<file path="config.mk">
export PLATFORM = sky130hd
export DESIGN_NAME = lcd_capture
export DESIGN_NICKNAME = d
export VERILOG_FILES = /design/src/rtl/lcd_capture.sv
export SDC_FILE = /design/constraint.sdc
export NUM_CORES = 1
export LEC_CHECK = 0
export CAP_MARGIN = 10
export CORE_MARGIN = 3
export CORE_UTILIZATION = 63
export DETAILED_ROUTE_END_ITERATION = 10
export GPL_TIMING_DRIVEN = 0
export PLACE_DENSITY_LB_ADDON = 0.08
export SYNTH_ARGS = -nofsm -noshare
export SYNTH_HDL_FRONTEND = slang
export SYNTH_SLANG_ARGS = --single-unit
</file>
<file path="constraint.sdc">
create_clock -name clk -period 4.5 [get_ports clk]
set_clock_uncertainty 0.05 [all_clocks]
set_input_delay 0.675 -clock clk [delete_from_list [all_inputs] [get_ports clk]]
set_output_delay 0.675 -clock clk [all_outputs]
set_load 0.01 [all_outputs]
</file>
<file path="src/rtl/lcd_capture.sv">
// ----------------------------------------------------------------------------
// lcd_capture
// Captures the DMG LCD pixel stream (2-bit shades) and packs four pixels per
// byte into a 160x144 framebuffer (40 bytes per line, 5760 bytes per bank).
//
// Ports
//   clk         in   system clock, all registers on posedge
//   rst         in   synchronous, active-low reset
//   cap_en      in   capture enable, sampled on frame-start vsync edges
//   lcd_vsync   in   frame sync, rising edge = end of frame
//   lcd_hsync   in   line sync, rising edge = end of line
//   lcd_pixel   in   pixel strobe, lcd_color valid this cycle
//   lcd_color   in   shade 0..3
//   err_clr     in   clears sticky error flags
//   fb_addr     out  byte address, bit 13 = bank
//   fb_data     out  packed byte, first pixel in [7:6]
//   fb_we       out  one-cycle write strobe
//   frame_done  out  one-cycle pulse after a captured frame ends
//   front_bank  out  bank holding the last completed frame
//   err_line    out  sticky: line length != 160 or pixel beyond x=159
//   err_frame   out  sticky: frame height != 144 or pixel beyond y=143
//
// Build option
//   LCD_CAPTURE_DBUF_EN  double buffering: writes go to bank !front_bank and
//                        front_bank flips per completed frame. Without it
//                        bank and front_bank are constant 0.
//
// state     | meaning
// SYNC_WAIT | idle, pixels and hsync ignored, waiting for vsync with cap_en
// ACTIVE    | capturing pixels of the current frame
// ----------------------------------------------------------------------------
module lcd_capture (
    input  logic        clk,
    input  logic        rst,
    input  logic        cap_en,
    input  logic        lcd_vsync,
    input  logic        lcd_hsync,
    input  logic        lcd_pixel,
    input  logic [1:0]  lcd_color,
    input  logic        err_clr,
    output logic [13:0] fb_addr,
    output logic [7:0]  fb_data,
    output logic        fb_we,
    output logic        frame_done,
    output logic        front_bank,
    output logic        err_line,
    output logic        err_frame
);

    typedef enum logic {SYNC_WAIT, ACTIVE} state_t;

    state_t      state_q, state_d;
    logic        vsync_q, hsync_q;
    logic [7:0]  x_q, x_d, y_q, y_d, pack_q, pack_d;
    logic [13:0] fb_addr_q, fb_addr_d;
    logic [7:0]  fb_data_q, fb_data_d;
    logic        fb_we_q, fb_we_d;
    logic        frame_done_q, frame_done_d;
    logic        front_bank_q, front_bank_d;
    logic        err_line_q, err_line_d, err_frame_q, err_frame_d;
    logic        line_err_set, frame_err_set;

    logic        vs_edge, hs_edge, pix_ok, wr_bank;
    logic [7:0]  x_eff, y_eff, pack_eff, flush_data;
    logic [12:0] line_base;

    assign vs_edge  = lcd_vsync & ~vsync_q;
    assign hs_edge  = lcd_hsync & ~hsync_q;
    assign pix_ok   = (x_q < 8'd160) && (y_q < 8'd144);
    // x and y saturate so an overlong line/frame can never wrap back into range
    assign x_eff    = (lcd_pixel && x_q != 8'hFF) ? x_q + 8'd1 : x_q;
    assign y_eff    = (hs_edge && y_q != 8'hFF) ? y_q + 8'd1 : y_q;
    assign pack_eff = (lcd_pixel && pix_ok) ? {pack_q[5:0], lcd_color} : pack_q;
    assign line_base = {5'd0, y_q} * 13'd40;

    // Partial group: keep only the pixels of this group, left-aligned
    always_comb begin
        case (x_eff[1:0])
            2'd1:    flush_data = {pack_eff[1:0], 6'd0};
            2'd2:    flush_data = {pack_eff[3:0], 4'd0};
            default: flush_data = {pack_eff[5:0], 2'd0};
        endcase
    end

`ifdef LCD_CAPTURE_DBUF_EN
    assign wr_bank = ~front_bank_q;
`else
    assign wr_bank = 1'b0;
`endif

    always_ff @(posedge clk) begin
        if (!rst) state_q <= SYNC_WAIT;
        else      state_q <= state_d;
    end

    always_comb begin
        state_d = state_q;
        case (state_q)
            SYNC_WAIT: if (vs_edge && cap_en)  state_d = ACTIVE;
            ACTIVE:    if (vs_edge && !cap_en) state_d = SYNC_WAIT;
            default:   state_d = SYNC_WAIT;
        endcase
    end

    always_comb begin
        x_d           = x_q;
        y_d           = y_q;
        pack_d        = pack_q;
        fb_we_d       = 1'b0;
        fb_addr_d     = fb_addr_q;
        fb_data_d     = fb_data_q;
        frame_done_d  = 1'b0;
`ifdef LCD_CAPTURE_DBUF_EN
        front_bank_d  = front_bank_q;
`else
        front_bank_d  = 1'b0;
`endif
        line_err_set  = 1'b0;
        frame_err_set = 1'b0;

        if (state_q == SYNC_WAIT) begin
            if (vs_edge && cap_en) begin
                x_d    = 8'd0;
                y_d    = 8'd0;
                pack_d = 8'd0;
            end
        end else begin
            if (lcd_pixel) begin
                x_d    = x_eff;
                pack_d = pack_eff;
                if (!pix_ok) begin
                    line_err_set  = (x_q >= 8'd160);
                    frame_err_set = (y_q >= 8'd144);
                end else if (x_q[1:0] == 2'd3) begin
                    fb_we_d   = 1'b1;
                    fb_addr_d = {wr_bank, line_base + {7'd0, x_q[7:2]}};
                    fb_data_d = pack_eff;
                end
            end
            // Line end sees the x that already includes a same-cycle pixel;
            // a partial group never coincides with a full-group write.
            if (hs_edge) begin
                if (x_eff[1:0] != 2'd0 && x_eff < 8'd160 && y_q < 8'd144) begin
                    fb_we_d   = 1'b1;
                    fb_addr_d = {wr_bank, line_base + {7'd0, x_eff[7:2]}};
                    fb_data_d = flush_data;
                end
                if (x_eff != 8'd160) line_err_set = 1'b1;
                x_d = 8'd0;
                y_d = y_eff;
            end
            if (vs_edge) begin
                if (y_eff != 8'd144) frame_err_set = 1'b1;
                frame_done_d = 1'b1;
`ifdef LCD_CAPTURE_DBUF_EN
                front_bank_d = ~front_bank_q;
`endif
                x_d = 8'd0;
                y_d = 8'd0;
            end
        end

        err_line_d  = line_err_set  | (err_line_q  & ~err_clr);
        err_frame_d = frame_err_set | (err_frame_q & ~err_clr);
    end

    always_ff @(posedge clk) begin
        if (!rst) begin
            vsync_q      <= 1'b0;
            hsync_q      <= 1'b0;
            x_q          <= 8'd0;
            y_q          <= 8'd0;
            pack_q       <= 8'd0;
            fb_we_q      <= 1'b0;
            fb_addr_q    <= 14'd0;
            fb_data_q    <= 8'd0;
            frame_done_q <= 1'b0;
            front_bank_q <= 1'b0;
            err_line_q   <= 1'b0;
            err_frame_q  <= 1'b0;
        end else begin
            vsync_q      <= lcd_vsync;
            hsync_q      <= lcd_hsync;
            x_q          <= x_d;
            y_q          <= y_d;
            pack_q       <= pack_d;
            fb_we_q      <= fb_we_d;
            fb_addr_q    <= fb_addr_d;
            fb_data_q    <= fb_data_d;
            frame_done_q <= frame_done_d;
            front_bank_q <= front_bank_d;
            err_line_q   <= err_line_d;
            err_frame_q  <= err_frame_d;
        end
    end

    assign fb_addr    = fb_addr_q;
    assign fb_data    = fb_data_q;
    assign fb_we      = fb_we_q;
    assign frame_done = frame_done_q;
    assign front_bank = front_bank_q;
    assign err_line   = err_line_q;
    assign err_frame  = err_frame_q;

endmodule
</file>
# Word-level counts from Yosys, hierarchy flattened
# Index checks and enable logic that the tools add are counted.
# totals
reg_bits	53
out_inout_bits	27
elab_cells	100
input_bits	9
# op_classes
n_mul	1
n_addsub	4
muxes	43
bitwise_logic	10
n_lt_le_gt_ge	5
n_reduce_logical	15
n_eq_ne	10
# ops
op	count
$mux 8	18
$mux 14	5
$ne 8x8->1 const B	4
$add 13x6->13	2
$lt 8x8->1 const B	3
$mux 1	18
$add 8x1->8 const B	2
$ge 8x8->1 const B	2
$pmux 8 s2	1
$mul 8x3->10 const B	1
$logic_and 1x1->1	8
$reduce_and 2->1	4
$and 1x1->1	4
$eq 2x2->1 const B	2
$ne 4x2->1 const B	1
$not 1->1	4
$reduce_bool 2->1	2
$ne 3x1->1 const B	1
$eq 2x1->1 const B	1
$ne 2x2->1 const B	1
$or 1x1->1	2
$pmux 1 s2	1
$logic_not 1->1	1

# Logic depth before layout (Yosys ltp)
# depth
word_depth	9
mapped_depth	14

# Worst setup path before layout
# OpenSTA, ideal clock, no wires.
# synth_timing
kind	register to register
startpoint	register y_q[1]
endpoint	register fb_addr_q[12] (netlist: fb_addr[12])
synth_period_minus_slack_ns	2.984
arrival_ns	2.806
n_path_buf	0
required_ns	4.322
path_stages_with_launch	10
setup_slack_ns	1.516
path_cell_list	dfxtp_1 -> ha_1 -> ha_1 -> fa_1 -> a211oi_1 -> nor2_1 -> or4_1 -> nor3_1 -> mux2i_1 -> a32oi_1
# synth_via
elab_chain_cells	7
word_cells_on_any_way	11
# synth_rtl
element	line	text
start, declared	54	logic [7:0] x_q, x_d, y_q, y_d, pack_q, pack_d;
start signal, assigned	185	y_q <= y_d;
$mul 8x3->10	74	assign line_base = {5'd0, y_q} * 13'd40;
$add 13x6->13	136	fb_addr_d = {wr_bank, line_base + {7'd0, x_q[7:2]}};
$mux 14	134	end else if (x_q[1:0] == 2'd3) begin
$mux 14	131	if (!pix_ok) begin
$mux 14	128	if (lcd_pixel) begin
$mux 14	143	if (x_eff[1:0] != 2'd0 && x_eff < 8'd160 && y_q < 8'd144) begin
$mux 14 *	142	if (hs_edge) begin
end signal, assigned	188	fb_addr_q <= fb_addr_d;
end, declared	55	logic [13:0] fb_addr_q, fb_addr_d;
# Every way passes the cells marked *; elsewhere a longest branch is shown, timed or not.
# A chain may end at the register's enable or synchronous reset.

# Final worst setup path
# layout_timing
startpoint	input lcd_pixel
endpoint	register fb_addr_q[11] (netlist: fb_addr[11])
# layout_via
elab_chain_cells	7
word_cells_on_any_way	10
# layout_rtl
element	line	text
start, declared	38	input logic lcd_pixel,
branches (longest 6 deep; another with $add 13x6->13)	-	
$mux 14 *	142	
# Every way passes the cells marked *.

==> metrics <==
clk buf depth=2; Ports=36; gr usage total=30.9%; share of the synthesized area in the top cell type=26.0%; Ant. Diodes=0; CP max stage delay=510 ps; top-count cell post-synth=nor2_1; Num CTS Buffers=5; Synth area leaders=dfxtp_1 26%, ha_1 8.0%, nor2_1 5.1%; warnings from Yosys=0; Syn Inst Count=487; post-synth cell types=70; setup violators final=0; TritonRoute pass-1 iters=5; CTS tree=done; MaxCap Viol Count=0; setup bufs post-CTS=0; Syn Std Cell Area=3930 µm²; Post-Layout Cell Count=604; crit path cell chain=clkdlybuf4s50_1, nand4_2, a41oi_1, nor2b_1, xor2_1, ha_1, fa_1, a21oi_1, nor2_1, a31oi_1, o211ai_1, a31oi_1; Routed Antenna Nets=0; RSZ-0062 raised after global routing=false; initial DRC count=293; largest net degree at the start of global routing=17; die area=7220 µm²; slew margin rel.=55.8%; crit path kind=in2reg; Reg clk slew, reported paths=90 ps; share of layout cells above drive strength 1=8.88%; Mapped Avg Cell Area=8.06 µm²; CP most frequent cell=a31oi_1; post-CTS sizing=0; crit path time final=3650 ps; gr ovfl total=0; Finished Cell Area=4500 µm²; Slew Viols, Final=0; Seq/Total Area, Yosys=26.0%; die height=84.9 µm; Power Dens Cells=215 nW/µm²; part of the cycle the worst path needs=81.1%; Post-Place Cells=596; initial core utilization=65.5%; Worst Hold Class=reg2reg; first-pass GRT wire length=18,200 µm; CTS Hold Bufs=0; critical-path maximum fanout=6; Final HPWL DP=8160 µm; area grow syn2layout=14.5%; clock latency at the later pin of the worst-skew pair=310 ps; Required @ worst endpoint=4680 ps; crit start category=input pin; measured slew at the worst slew-check pin=658 ps; final net count=565; CTS H-tree depth=2; Via density=6.59; TNS Setup=0 ps; Port Buf Inserts=34; maximum clock frequency=0.274 GHz; Root Driver=clkbuf_8; vias in the first global route=3,742; wire per inst=18.3 µm; Seq cells post-synth=51; worst IR drop on VDD=0.186 mV; final WL=11,000 µm; residual DRC count=0; row count=28; Synthesized Nets=524; most common library cells after synthesis=53 x nor2_1, 51 x dfxtp_1, 36 x nand2_1; ys async rst share=0%; CTS Sinks=51; P_leak=1.76 nW; via count=3,982; CP max stage cell=clkdlybuf4s50_1; crit path capture type=flop; status=finished clean; Core Region=5990 µm²; die width=84.9 µm; critical path arrival=3830 ps; Synth area leader=dfxtp_1; number of synthesized flops with an enable pin=0; Synth Flop Type=dfxtp_1; Post-Place Cell Area=4360 µm²; GPL Wtd Cong=0.949; initial antenna violation count=0; final count of hold timing violations=0
## where the power goes
part	leakage [nW]	switching, mW	internal (mW)
Combinational	1.28	0.0742	0.0447
Sequential	0.412	0.00472	0.458
Clock	0.0644	0.164	0.222
Total	1.76	0.243	0.724
## worst max-delay path, delay by kind of cell
kind	cells	cell delay (ps)
compound gates	5	1250
buf+inv	1	510
simple gates	3	650
fa+ha+maj	2	640
xor+xnor	1	120
## layout make-up
cell class                      count  area [µm²]
Multi-Input combinational cell    386        2680
Clock buffer                        5        68.8
Tap cell                           75        93.8
Clock inverter                      3        67.6
Buffer                             34         168
Timing Repair Buffer               34         340
Inverter                           16        60.1
Sequential cell                    51        1020
Fill cell                         475        1490
## logic make-up after synthesis
group                    share of synthesized area, %
AND/OR/NAND/NOR                                  21.4
AO/OA/AOI/OAI                                    29.5
flip-flops                                       26.0
buffers and inverters                            5.80
adder cells (fa/ha/maj)                          9.50
XOR/XNOR                                         4.46
multiplexers                                     3.22
other                                          0.0955
## cells in the final DEF, fill, tap and decap left out, types with 4 or more instances in the layout
master           Yosys  final
a211oi_1            10     10
a21o_1               7      7
a21oi_1             31     31
a22o_1               5      5
a22oi_1              7      7
a311oi_1             4      4
a31oi_1              8      8
a32oi_1              5      5
and2_1               5      5
and3_1              10     10
buf_2               10     10
clkbuf_1            16     16
clkbuf_8             0      5
clkdlybuf4s50_1      0     34
dfxtp_1             51     51
ha_1                25     25
inv_1               16     16
mux2_2               5      5
mux2i_1              7      7
nand2_1             36     36
nand2b_1             6      6
nand3_1             14     14
nand4_1              7      7
nor2_1              53     53
nor2b_1              8      8
nor3_1              11     11
o21ai_0             28     28
o221a_1              5      5
o22ai_1              4      4
xnor2_1             11     11
xor2_1               9      9
## registers in the layout, indices dropped and copies added (netlist names), named ones only
| signal | count |
|---|---|
| err_line | 1 |
| fb_we | 1 |
| hsync_q | 1 |
| err_frame | 1 |
| vsync_q | 1 |
| fb_addr | 14 |
| frame_done | 1 |
| y_q | 8 |
| x_q | 8 |
| pack_q | 6 |
| fb_data | 8 |
## path summary, 6_finish.rpt
kind	from	to	slack, ps	depth (start not counted)
max	lcd_pixel	fb_addr[11]	850	12
min	fb_addr[1]	fb_addr[1]	440	2
max reg2reg	x_q[3]	fb_addr[7]	970	13
min reg2reg	fb_addr[1]	fb_addr[1]	440	2
## per-stage QoR
stage / worst slack [ps] / hold WS [ps] / utilization, % / power (mW)
finish: 851 / 437 / 75.1 / 0.967
global route: 724 / 451 / 75.1 / 1.00
CTS: 906 / 437 / 75.1 / 0.968
detailed placement: 588 / 423 / 72.8 / 0.589
global placement: 646 / 408 / 72.8 / 0.587
floorplan: 1520 / 430 / - / 0.544
## metal layers
metal,vias to the layer above,track usage (%),share of wire (%)
met5,-,0,0
met4,0,9.78,2.1
met3,22,4.95,6.0
met2,169,51.7,48
met1,1894,40.8,44
li1,1897,-,-
No activity file was read; power rests on OpenSTA's default activity.
